$ cat config.mk
export PLATFORM = sky130hd
export DESIGN_NAME = mmu_drain
export DESIGN_NICKNAME = d
export VERILOG_FILES = /design/src/rtl/mmu_drain.sv
export SDC_FILE = /design/constraint.sdc
export NUM_CORES = 1
export LEC_CHECK = 0
export BUFFER_PORTS_ARGS = -buffer_cell sky130_fd_sc_hd__buf_4
export CORE_ASPECT_RATIO = 0.8
export CORE_UTILIZATION = 45
export DETAILED_ROUTE_END_ITERATION = 8
export GPL_ROUTABILITY_DRIVEN = 0
export GPL_TIMING_DRIVEN = 0
export PLACE_DENSITY = 0.63
export SLEW_MARGIN = 30
export SYNTH_ARGS = -nofsm -noshare
export SYNTH_HDL_FRONTEND = slang
export SYNTH_SLANG_ARGS = --single-unit
$ cat constraint.sdc
create_clock -name clk -period 11.9 [get_ports clk]
set_input_delay 0 -clock clk [delete_from_list [all_inputs] [get_ports clk]]
set_output_delay 0 -clock clk [all_outputs]
set_load 0.05 [all_outputs]
$ cat src/rtl/mmu_drain.sv
// Result-side drain: deskews the array's bottom-row columns into aligned vectors and buffers them
// in a FWFT FIFO with credit-based in_ready. Define MMU_DRAIN_RELU_EN to clamp negatives at write.
module mmu_drain #(
  parameter int unsigned SIZE       = 2,
  parameter int unsigned ACC_WIDTH  = 32,
  parameter int unsigned FIFO_DEPTH = 4
) (
  input  logic                 clk,
  input  logic                 rst,
  input  logic [ACC_WIDTH-1:0] acc_in   [SIZE],
  input  logic                 in_valid,
  output logic                 in_ready,
  output logic [ACC_WIDTH-1:0] out_data [SIZE],
  output logic                 out_valid,
  input  logic                 out_ready,
  input  logic                 ovf_clr,
  output logic                 overflow
);

  localparam int unsigned PtrW = (FIFO_DEPTH > 1) ? $clog2(FIFO_DEPTH) : 1;
  localparam int unsigned CntW = $clog2(FIFO_DEPTH + SIZE) + 1;

  typedef logic [ACC_WIDTH-1:0] word_t;

  word_t           mem_q [FIFO_DEPTH][SIZE];
  word_t           aligned [SIZE];
  logic [PtrW-1:0] wr_ptr_q, rd_ptr_q;
  logic [CntW-1:0] count_q, inflight;
  logic            overflow_q;
  logic            accept, drop, wr_en, pop;

  function automatic word_t clamp(word_t v);
`ifdef MMU_DRAIN_RELU_EN
    return v[ACC_WIDTH-1] ? '0 : v;
`else
    return v;
`endif
  endfunction

  function automatic logic [PtrW-1:0] ptr_inc(logic [PtrW-1:0] p);
    return (p == PtrW'(FIFO_DEPTH - 1)) ? '0 : p + PtrW'(1);
  endfunction

  // Credits cover both buffered and in-flight vectors, so a write can never find the FIFO full.
  assign in_ready  = (count_q + inflight) < CntW'(FIFO_DEPTH);
  assign accept    = in_valid && in_ready;
  assign drop      = in_valid && !in_ready;
  assign out_valid = (count_q != '0);
  assign pop       = out_valid && out_ready;
  assign overflow  = overflow_q;

  always_comb begin
    for (int c = 0; c < int'(SIZE); c++) out_data[c] = mem_q[rd_ptr_q][c];
  end

  // Column c arrives c cycles late, so it needs SIZE-1-c stages to line up with the last column.
  for (genvar c = 0; c < int'(SIZE); c++) begin : g_col
    if (c == int'(SIZE) - 1) begin : g_direct
      assign aligned[c] = acc_in[c];
    end else begin : g_dly
      localparam int N = int'(SIZE) - 1 - c;
      word_t dly_q [N];
      always_ff @(posedge clk or posedge rst) begin
        if (rst) begin
          for (int k = 0; k < N; k++) dly_q[k] <= '0;
        end else begin
          dly_q[0] <= acc_in[c];
          for (int k = 1; k < N; k++) dly_q[k] <= dly_q[k-1];
        end
      end
      assign aligned[c] = dly_q[N-1];
    end
  end

  if (SIZE > 1) begin : g_vline
    localparam int unsigned VW = SIZE - 1;
    logic [VW-1:0] vline_q;
    always_ff @(posedge clk or posedge rst) begin
      if (rst) vline_q <= '0;
      else     vline_q <= (vline_q << 1) | VW'(accept);
    end
    assign wr_en = vline_q[VW-1];
    always_comb begin
      inflight = '0;
      for (int k = 0; k < int'(VW); k++) inflight = inflight + CntW'(vline_q[k]);
    end
  end else begin : g_novline
    assign wr_en    = accept;
    assign inflight = '0;
  end

  always_ff @(posedge clk or posedge rst) begin
    if (rst) begin
      wr_ptr_q   <= '0;
      rd_ptr_q   <= '0;
      count_q    <= '0;
      overflow_q <= 1'b0;
      for (int d = 0; d < int'(FIFO_DEPTH); d++) begin
        for (int c = 0; c < int'(SIZE); c++) mem_q[d][c] <= '0;
      end
    end else begin
      if (wr_en) begin
        for (int c = 0; c < int'(SIZE); c++) mem_q[wr_ptr_q][c] <= clamp(aligned[c]);
        wr_ptr_q <= ptr_inc(wr_ptr_q);
      end
      if (pop) rd_ptr_q <= ptr_inc(rd_ptr_q);
      case ({wr_en, pop})
        2'b10:   count_q <= count_q + CntW'(1);
        2'b01:   count_q <= count_q - CntW'(1);
        default: count_q <= count_q;
      endcase
      if (drop)         overflow_q <= 1'b1;
      else if (ovf_clr) overflow_q <= 1'b0;
    end
  end

endmodule
==> results.md, run 1 <==
- Router iterations before antenna repair: 4
- WL final: roughly 26000 um
- Slew HR: 0.450
- Die Y: about 150 um
- Wire per inst: roughly 19 um
- Crit path cell chain: buf_2 -> nor2_1 -> nand2_1 -> nand2_1 -> inv_1 -> ha_1 -> xor2_1 -> ha_1 -> a21oi_1 -> xor2_1 -> nor2_1 -> xor2_1
- CP startpoint: count_q[1]
- FF+latch area: 7460 sq um
- Multi-input logic area: between 4000 and 5000 sq um
- VDD IR max: between 0.00015 and 0.0002 V
- Outcome: completed
- Worst slew pin tran: between 0.8 and 0.9 ns
- IO buf count: between 100 and 150
- Initial antenna violation count: 0
- Layout cells sized above 1: 0.567
- Int Pwr: between 3 and 4 mW
- Tot GR Track Use: 0.190
- Post-synthesis cell count: between 700 and 800
- NetSw: a little under 2 mW
- Top Layer Used: met4
- Mapped cell area: between 10000 and 15000 sq um
- Combinational share of power: 0.481
- Via count: roughly 7000
- CP max stage cell: dfrtp_1
- FMAX: around 430 MHz
- Crit Path Class: flip-flop to flip-flop
- Clock buffer depth: 3
- # H-tree levels: 1
- DIE AREA: approximately 28000 sq um
- M1 WL: 11300 um
- Static Leak: around 7.0 nW
- Hold WC Path Type: primary input to flip-flop
- Crit-path max cell delay: 0.36 ns
- Setup Skew: between 0.008 and 0.009 ns
- Syn-to-layout area delta: 26.0%
- Largest net degree at the start of global routing: 90
- Count of different cell masters after synthesis: 23
- Starting Density: 0.458
- Sequential Power Share: 0.334
- Ant diodes: 0
- Fin nets: about 1000
- Syn nets: ~800
- Final Critical Period: 2.35 ns
- CP arrival: ~2.8 ns
- Row count: 54
- Final hold violations: 0
- Clock share of power: 0.185
- Post-Synthesis Mean Instance Area: 17.7 sq um
- HP Start: acc_in[55]
- Setup-failing EPs final: 0
- Clock Latency Late Sink: approximately 0.54 ns
- Post-route cell area: between 15000 and 20000 sq um
- First-pass GRT wire length: 42200 um
- Postcts setup bufs: 0
- Final Max Tran Viols: 0
- Fin crit share: 0.197
- CP dominant cell by count: xor2_1
- Metal3 WL: 808 um
- Critical path fanouts, max: 8
- Total CTS buffers: 30
- #FFs+latches synth: 298
- DIE WIDTH: between 150 and 200 um
- Overflow left after global routing: 0
- CTS tree: done
- Placed insts: 1211
- Setup_tns: 0 ns
- Worst EP required: roughly 12 ns
- DP Wirelength: roughly 17000 um
- MaxCap Viol Count: 0
- DRC violations left: 0
- I/O Pins: roughly 140
- Routed Antenna Nets: 0
- Critical Path Sink Type: flip-flop
- PD cells: ~320 nW/um^2
- RSZ-0062 raised after global routing: false
- Met2 routed WL: roughly 13000 um
- Number of synthesis warnings: 0
- DR iter-0 viols: approximately 250
- Post-layout instance count excluding filler cells: between 1000 and 1500
- CTS Root Cell: clkbuf_16
- Total power: between 5 and 6 mW
- Vias in the first global route: 7797
- Clock transition at path regs: 0.06 ns
- Clock sinks: 298
- Reg2Reg Launch Point: count_q[1]
- Vias per inst: between 5 and 6
- Part of the Yosys area used for sequential elements: 0.596
- Core Area: 27300 sq um
- Setup crit start kind: flip-flop
- Placed cell areas: between 10000 and 15000 sq um
- Switching share of total power: 0.387
- Fillcell total: roughly 2200
cell usage in the layout, fill, tap and decap left out, types with 2 or more instances in the layout:
cell type and count:
clkinvlp_4 2, mux2_2 259, inv_1 6, clkinv_2 4, o21ai_0 4, ha_1 8, bufinv_16 2, clkbuf_16 31
buf_16 3, nand2_1 6, dfrtp_1 298, a21oi_1 2, clkbuf_1 10, buf_2 7, dlygate4sd3_1 69, buf_6 29
xor2_1 4, clkbuf_8 7, nand3_1 2, mux4_2 64, nor2_1 4, nand2_2 4, buf_4 138
worst paths after layout:
path	to	slack, ns	cells after the start
max in group asynchronous	mem_q[70]	10.97	4
setup / recovery	count_q[2]	9.55	12
min in group asynchronous	g_col[0].g_dly.dly_q[15]	0.11	3
setup reg to reg	count_q[2]	9.55	12
hold reg to reg	mem_q[99]	0.50	1
hold / removal	g_col[0].g_dly.dly_q[23]	0.1	2
cell usage after synthesis:
master / count / area [sq um]
dfrtp_1: 298 / 7460
mux2_2: 259 / 2920
mux4_2: 64 / 1440
buf_6: 29 / 327
ha_1: 8 / 100
buf_2: 7 / 35.0
inv_1: 7 / 26.3
nand2_1: 6 / 22.5
nand2_2: 4 / 25.0
nor2_1: 4 / 15.0
o21ai_0: 4 / 20.0
xor2_1: 4 / 35.0
buf_4: 3 / 22.5
a21oi_1: 2 / 10.0
nand3_1: 2 / 10.0
a211o_1: 1 / 8.76
and2_1: 1 / 6.26
clkbuf_1: 1 / 3.75
nor2b_1: 1 / 6.26
nor3_1: 1 / 5.00
o22ai_1: 1 / 6.26
or3_1: 1 / 6.26
xnor2_1: 1 / 8.76
flip-flops by register name, summed over array words and instances (netlist names):
name	count
count_q	4
mem_q	256
g_vline.vline_q	1
wr_ptr_q	2
g_col.g_dly.dly_q	32
overflow	1
rd_ptr_q	2
area by class of cell:
type,instances,area share
timing repair buffer,207,0.113
inverter,7,0.00214
multi-input combinational,364,0.295
sequential,298,0.473
clock buffer,47,0.0575
tap,364,0.0289
buffer,40,0.0246
clock inverter,8,0.00603
power groups by stage:
stage               clock network (mW)  registers [mW]  logic [mW]
floorplan                            0            1.63        1.88
global placement                     0            1.66        2.40
detailed placement                   0            1.72        2.46
CTS                              0.970            1.70        2.49
global route                      1.01            1.75        2.58
finish                           0.943            1.70        2.45
kinds of logic (layout without fill, tap and decap cells):
family	count (synthesis)	in the layout	share of synthesized area
fa+ha+maj	8	8	0.00800
flops	298	298	0.596
compound gates	8	8	0.00360
buf+inv	47	309	0.0331
xor+xnor	5	5	0.00350
mux	323	323	0.348
simple gates	20	20	0.00770
worst max-delay path, delay by kind of cell (launching register included):
family,cells,cell delay (ns)
xor+xnor,3,0.51
buf+inv,2,0.25
flops,1,0.36
simple gates,4,0.46
fa+ha+maj,2,0.47
compound gates,1,0.17
layer usage:
metal,global-route usage,vias up
li1,-,3108
met1,0.251,3708
met2,0.331,127
met3,0.0264,42
met4,0.0492,0
met5,0,-
stage by stage:
stage | worst slack, ns | utilization | hold slack (ns)
after global routing | 9.39 | 0.578 | 0.0857
after floorplan | 3.67 | - | 0.0314
after CTS | 9.56 | 0.578 | 0.0774
final | 9.55 | 0.578 | 0.0999
after detailed placement | 9.63 | 0.516 | 0.111
after global placement | 1.28 | 0.512 | 0.109
what timing repair did:
action / CTS / global route
hold buffers: 69 / 0
endpoints found under the hold margin: 250 / 0
resized for setup: 0 / 0
No activity file was read; power rests on OpenSTA's default activity.
==> run 2: changes to the inputs <==
==> constraint.sdc (replaced) <==
create_clock -name clk -period 2.3 [get_ports clk]
set_input_delay 0 -clock clk [delete_from_list [all_inputs] [get_ports clk]]
set_output_delay 0 -clock clk [all_outputs]
set_load 0.05 [all_outputs]
==> run 2 against run 1 <==
Compared with the run above: cell area increased by 0.83%; non-clock buffer count increased by 7; via count about the same; total power increased to 5.2 times the previous value; combinational power increased to 5.2 times the previous value.
==> results.md, run 2 (synthesis gave the netlist of run 1 again) <==
- First-pass GRT wire length: 42300 um
- Die Y: 151 um
- VDD IR max: about 0.0012 V
- # H-tree levels: 1
- Critical Path Sink Type: primary output
- Ant diodes: 0
- Fin crit share: 0.951
- FF+latch area: ~7500 sq um
- Starting Density: 0.458
- Reg2Reg Depth: 12
- Clock Latency Late Sink: between 0.5 and 0.6 ns
- Setup crit start kind: flip-flop
- Top Registers: mem_q: 256 flops, g_col.g_dly.dly_q: 32 flops, count_q: 4 flops
- Slew HR: 0.511
- Outcome: completed
- CTS tree: done
- MaxCap Viol Count: 0
- CTS Root Cell: clkbuf_16
- Place WS: 0.0712 ns
- Setup-failing EPs final: 0
- DIE WIDTH: about 190 um
- DRC violations left: 0
- Fillcell total: 2094
- Vias per inst: 5.20
- Initial antenna violation count: 0
- Fin nets: between 1000 and 1500
- Total CTS buffers: 30
- Final hold violations: 0
- Clock buffer depth: 3
- Top Layer Used: met4
- Largest Register: mem_q
- Postcts setup bufs: 0
- Placed insts: ~1200
- Router iterations before antenna repair: 4
- Hold WC Path Type: primary input to asynchronous set/reset pin
- DP Wirelength: around 18000 um
- Max reg flops: between 200 and 300
- Syn-to-layout area delta: 27.0%
- Multi-input logic area: 4650 sq um
- Post-layout instance count excluding filler cells: 1343
- PD cells: ~1700 nW/um^2
- Setup slack, reg-to-reg: 0.15 ns
- Tot GR Track Use: 0.190
- Metal3 WL: between 800 and 900 um
- Clock sinks: around 300
- Worst EP required: approximately 2.3 ns
- IO buf count: approximately 140
- Setup Skew: about 0.014 ns
- WL final: about 26000 um
- Wire per inst: between 15 and 20 um
- Worst Slack Setup Final: around 0.11 ns
- Commonest non-fill, non-tap cell in the layout: dfrtp_1
- FMAX: about 460 MHz
- Final Critical Period: 2.19 ns
- Layout cells sized above 1: 0.576
- DR iter-0 viols: 218
- Worst slew pin tran: approximately 0.73 ns
- Clock transition at path regs: about 0.06 ns
- Most frequent cells in the layout: dfrtp_1, mux2_2, buf_4
- Core Area: approximately 27000 sq um
- I/O Pins: 136
- Crit Path Class: flip-flop to primary output
- M1 WL: between 10000 and 15000 um
- Critical path fanouts, max: 10
- CP arrival: ~2.2 ns
- Row count: 54
- Overflow left after global routing: 0
- Routed Antenna Nets: 0
- DIE AREA: 28500 sq um
- Largest net degree at the start of global routing: 34
- Met2 routed WL: ~13000 um
- Static Leak: 7.05 nW
- Final Max Tran Viols: 0
- Vias in the first global route: approximately 7900
- Via count: 6982
- RSZ-0062 raised after global routing: false
==> run 2: cell types whose count changed in the layout (fill, tap and decap cells not counted), sizes merged <==
cell | previous run | this run
bufinv | 2 | 1
clkinv | 4 | 7
inv | 7 | 6
buf | 177 | 184
==> run 2: layout make-up <==
type                            count  share of cell area
Multi-Input combinational cell    364               0.293
Sequential cell                   298               0.469
Timing Repair Buffer              214               0.121
Buffer                             40              0.0246
Clock buffer                       47              0.0570
Clock inverter                      9             0.00457
Inverter                            7             0.00189
Tap cell                          364              0.0287
==> run 2: per-stage QoR <==
step           setup TNS, ns  hold WS [ns]  utilization  total power [mW]  instance area [sq um]
2_1_floorplan        -494.41        0.0314            -              18.2                  12500
3_3_place_gp         -861.54         0.109        0.513              21.0                  14000
3_5_place_dp               0        0.0778        0.521              21.6                  14200
4_1_cts                    0        0.0631        0.582              26.6                  15900
5_1_grt                    0        0.0789        0.582              27.6                  15900
6_report                   0        0.0759        0.582              26.3                  15900
==> run 2: final timing paths <==
check | start | end
worst max-delay path | rd_ptr_q[1] | out_data[42]
max in group asynchronous | rst | mem_q[186]
worst max register to register | count_q[1] | count_q[2]
min in group clk | acc_in[62] | g_col[0].g_dly.dly_q[30]
worst min-delay path | rst | mem_q[98]
worst min register to register | mem_q[88] | mem_q[88]
==> run 2: timing repair <==
action,CTS,global route
hold buffers,69,0
setup endpoints to repair,0,22
endpoints found under the hold margin,238,0
resized for setup,0,5
==> run 2: critical path, cell delays in order, from the launching register on <==
cell	delay (ns)
dfrtp_1	0.36
buf_2	0.30
buf_2	0.36
mux4_2	0.39
buf_4	0.21
==> run 2: layer usage <==
layer,track usage,vias up
met5,0,-
met4,0.0387,0
met3,0.0262,32
met2,0.328,126
met1,0.257,3702
li1,-,3122
==> run 2: where the power goes <==
part | switching (mW) | total, mW | internal [mW] | leakage (nW)
Sequential | 1.18 | 8.79 | 7.60 | 3.57
Clock | 1.95 | 4.76 | 2.80 | 0.485
Combinational | 7.07 | 12.7 | 5.65 | 3.00
